**src/rtl/mux8.sv**
```systemverilog
// mux8: eight-way data selector with a combinational view of the selected input
// and a registered, enable-gated capture of that selection.
module mux8 #(
    parameter int unsigned WIDTH = 8
) (
    input  logic             clk,
    input  logic             rst_n,
    input  logic [WIDTH-1:0] d0,
    input  logic [WIDTH-1:0] d1,
    input  logic [WIDTH-1:0] d2,
    input  logic [WIDTH-1:0] d3,
    input  logic [WIDTH-1:0] d4,
    input  logic [WIDTH-1:0] d5,
    input  logic [WIDTH-1:0] d6,
    input  logic [WIDTH-1:0] d7,
    input  logic [2:0]       sel,
    input  logic             en,
    output logic [WIDTH-1:0] out,
    output logic [2:0]       out_sel,
    output logic             out_valid,
    output logic [WIDTH-1:0] mux_comb
);

    logic [WIDTH-1:0] out_q;
    logic [2:0]       out_sel_q;
    logic             out_valid_q;

    // Select d[sel]; all eight codes are decoded, so no latch can form.
    always_comb begin
        mux_comb = '0;
        unique case (sel)
            3'd0: mux_comb = d0;
            3'd1: mux_comb = d1;
            3'd2: mux_comb = d2;
            3'd3: mux_comb = d3;
            3'd4: mux_comb = d4;
            3'd5: mux_comb = d5;
            3'd6: mux_comb = d6;
            3'd7: mux_comb = d7;
            default: mux_comb = '0;
        endcase
    end

    // Capture the selection on enabled edges; reset clears everything at once.
    always_ff @(posedge clk or negedge rst_n) begin
        if (!rst_n) begin
            out_q       <= '0;
            out_sel_q   <= 3'd0;
            out_valid_q <= 1'b0;
        end else if (en) begin
            out_q       <= mux_comb;
            out_sel_q   <= sel;
            out_valid_q <= 1'b1;
        end
    end

    assign out       = out_q;
    assign out_sel   = out_sel_q;
    assign out_valid = out_valid_q;

endmodule

```
**config.mk**
```make
export PLATFORM = sky130hd
export DESIGN_NAME = mux8
export DESIGN_NICKNAME = d
export VERILOG_FILES = /design/src/rtl/mux8.sv
export SDC_FILE = /design/constraint.sdc
export NUM_CORES = 1
export LEC_CHECK = 0
export CAP_MARGIN = 10
export CORE_UTILIZATION = 35
export DETAILED_ROUTE_END_ITERATION = 8
export PLACE_DENSITY = 0.87
export SYNTH_ARGS = -nofsm -noshare
export SYNTH_HDL_FRONTEND = slang
export SYNTH_SLANG_ARGS = --single-unit
export TNS_END_PERCENT = 10
```
**constraint.sdc**
```tcl
create_clock -name clk -period 3.9 [get_ports clk]
set_input_delay 1.17 -clock clk [delete_from_list [all_inputs] [get_ports clk]]
set_output_delay 1.17 -clock clk [all_outputs]
set_load 0.01 [all_outputs]
```
==> flow_summary.toml <==
[global_routing]
antenna_found_initial = 0
track_usage_pct = 29.9
grt_util_met1_pct = 33.7
grt_overflow = 0
use_met3_pct = 6.12
grt_pass1_vias = 1510
gr-max-usage-layer = "met2"
grtUsageMet2_pct = 56.1
grt_pass1_wl_mm = 7.38
grt_max_degree = 15

[outcome]
violations = "DRC"
outcome = "complete, but fails checks"

[timing]
worstMarginPinSlew_ns = 0.583
whs_ns = 0.464
rsz0062_at_grt = "false"
tns_ns = 0
fin_skew_ns = 0
slew_headroom_pct = 61.0
finalWorstSetupSlack_ns = 0.0492
min_period_ns = 3.85
finalHoldViolations = 0
finalSetupViolCount = 0
max_freq_mhz = 260
period_share_pct = 98.7
drv_slew = 0

[clocking]
clk_latency_ns = 0.26
cts.clk_slew.worst_paths_ns = 0.07
cts_buffers = 3
clkSinkCount = 12
root_buffer = "clkbuf_4"
clockBufferDepth = 2
h-tree-depth = 1
cts_tree = "yes"

[synthesis]
synth.net_count = 180
yosysUniqueCellTypes = 23
synth.top_cells.by_area = "dfrtp_1, mux2_2, a41oi_2"
syn_area_um2 = 1070
yosys.area.top_type = "dfrtp_1"
yosysTopAreaCellShare_pct = 28.1
ys_warn_count = 0
yosysSeqAreaShare_pct = 28.1
ys_seq_elements = 12
syn_inst = 110
syn_area_per_cell_um2 = 9.71

[floorplan]
pin_count = 90
chipHeight_um = 57.3
dieArea_um2 = 3280
num_rows = 19
core-area_um2 = 2830
die_w_um = 57.3
start_util_pct = 37.8

[critical_path]
cp-end-kind = "output pin"
r2r_start = "out[6]"
crit_path_start_kind = "input port"
critical_path.startpoint = "sel[0]"
r2r_slack_ns = 3.12
worst_ep_arrival_time_ns = 2.68
cp_max_fo = 6
required_ns = 2.73
worstSetupPathType = "input port to output pin"

[run]
max_cap_viol_count = 0

[routing]
drtIter0Drc = 70
vias_per_cell = 5.36
drcViolationCount = 9
ant_nets = 0
first_pass_iters = 7
num_vias = 1351
routed_wl_mm = 4.75
post_drt_wl_per_cell_um = 18.8

[power_and_ir_drop]
ir_drop_mv = 0.233
p_per_area_nw_per_um2 = 228
leakagePower_nw = 0.921
p_total_mw = 0.506

[final_layout]
drive_gt1_share_pct = 29.9
mostFrequentLayoutCell = "clkdlybuf4s50_1"
finalInstanceArea_um2 = 2220
diodes = 0
layout.cells.non_filler = 252
finalNetCount = 292
area_delta_synth_final_pct = 107
mostFrequentLayoutCells = "clkdlybuf4s50_1, buf_4, nand2_1, mux2_2, dfrtp_1"
finish.utilization_pct = 78.4
num-fill-cells = 180

[placement]
dp_cells = 239
place_congestion = 0.823
post-place-ws_ns = -0.473
portBuffers = 89
dp_hpwl_mm = 3.50
placed_area_um2 = 2080

[hold_path]
hold_start = "out_valid"
hp-class = "register to register"
[layer usage]
layer | part of all wire (%) | wire, µm
met1 | 37 | 1750
met2 | 52 | 2460
met3 | 9.7 | 462
met4 | 1.6 | 76
met5 | 0 | 0
[registers in the layout (all words and copies together), names as in the netlist]
signal	cells
out	8
out_valid	1
out_sel	3
[final cells by class]
class	instances	area (µm²)	area share (%)
Multi-Input combinational cell	86	717	32.3
Inverter	3	11.3	0.508
Tap cell	31	38.8	1.75
Sequential cell	12	300	13.5
Timing Repair Buffer	116	1110	50.2
Clock buffer	4	36.3	1.64
[worst paths after layout]
| check | cells past startpoint | end |
|---|---|---|
| max reg2reg | 1 | out[6] |
| min | 1 | out_valid |
| max in group asynchronous | 1 | out[2] |
| min in group asynchronous | 1 | out[4] |
| min reg2reg | 1 | out_valid |
| max | 7 | mux_comb[1] |
[synth_stat cells]
library cell	instances
or2_2	1
buf_6	2
o21ai_0	8
dfrtp_1	12
o22ai_1	2
a211oi_1	2
nor2_2	3
buf_2	2
nor2_1	9
mux2_2	12
a21oi_1	8
a211o_1	6
mux2i_1	8
mux4_2	2
or3_1	1
buf_4	3
a41oi_2	6
nor3b_1	2
nand2_1	12
nor2b_1	1
mux2_4	3
inv_1	3
clkbuf_1	2
[what timing repair did]
action / 4_1_cts / 5_1_grt
pin swaps: 2 / 0
hold buffers: 0 / 0
setup endpoints to repair: 8 / 5
resized for setup: 23 / 5
gates cloned: 2 / 0
setup buffers: 7 / 0
[kinds of logic after synthesis]
logic type	after synthesis	synth area share, %
flops	12	28.1
simple gates	29	12.3
buf+inv	12	6.91
compound gates	32	24.1
mux	25	28.6
[where the power goes]
part	switching [mW]	internal [mW]	total, mW
Clock	0.0371	0.0566	0.0937
Combinational	0.0954	0.168	0.263
Sequential	0.00839	0.141	0.149
Total	0.141	0.365	0.506
[critical path, stage by stage]
cell and delay [ns]:
clkdlybuf4s15_1 0.24, bufbuf_16 0.30, or3_4 0.40, buf_4 0.16, nor2_1 0.08, nor2_1 0.04
dlygate4sd2_1 0.28
No activity file was read; power rests on OpenSTA's default activity.
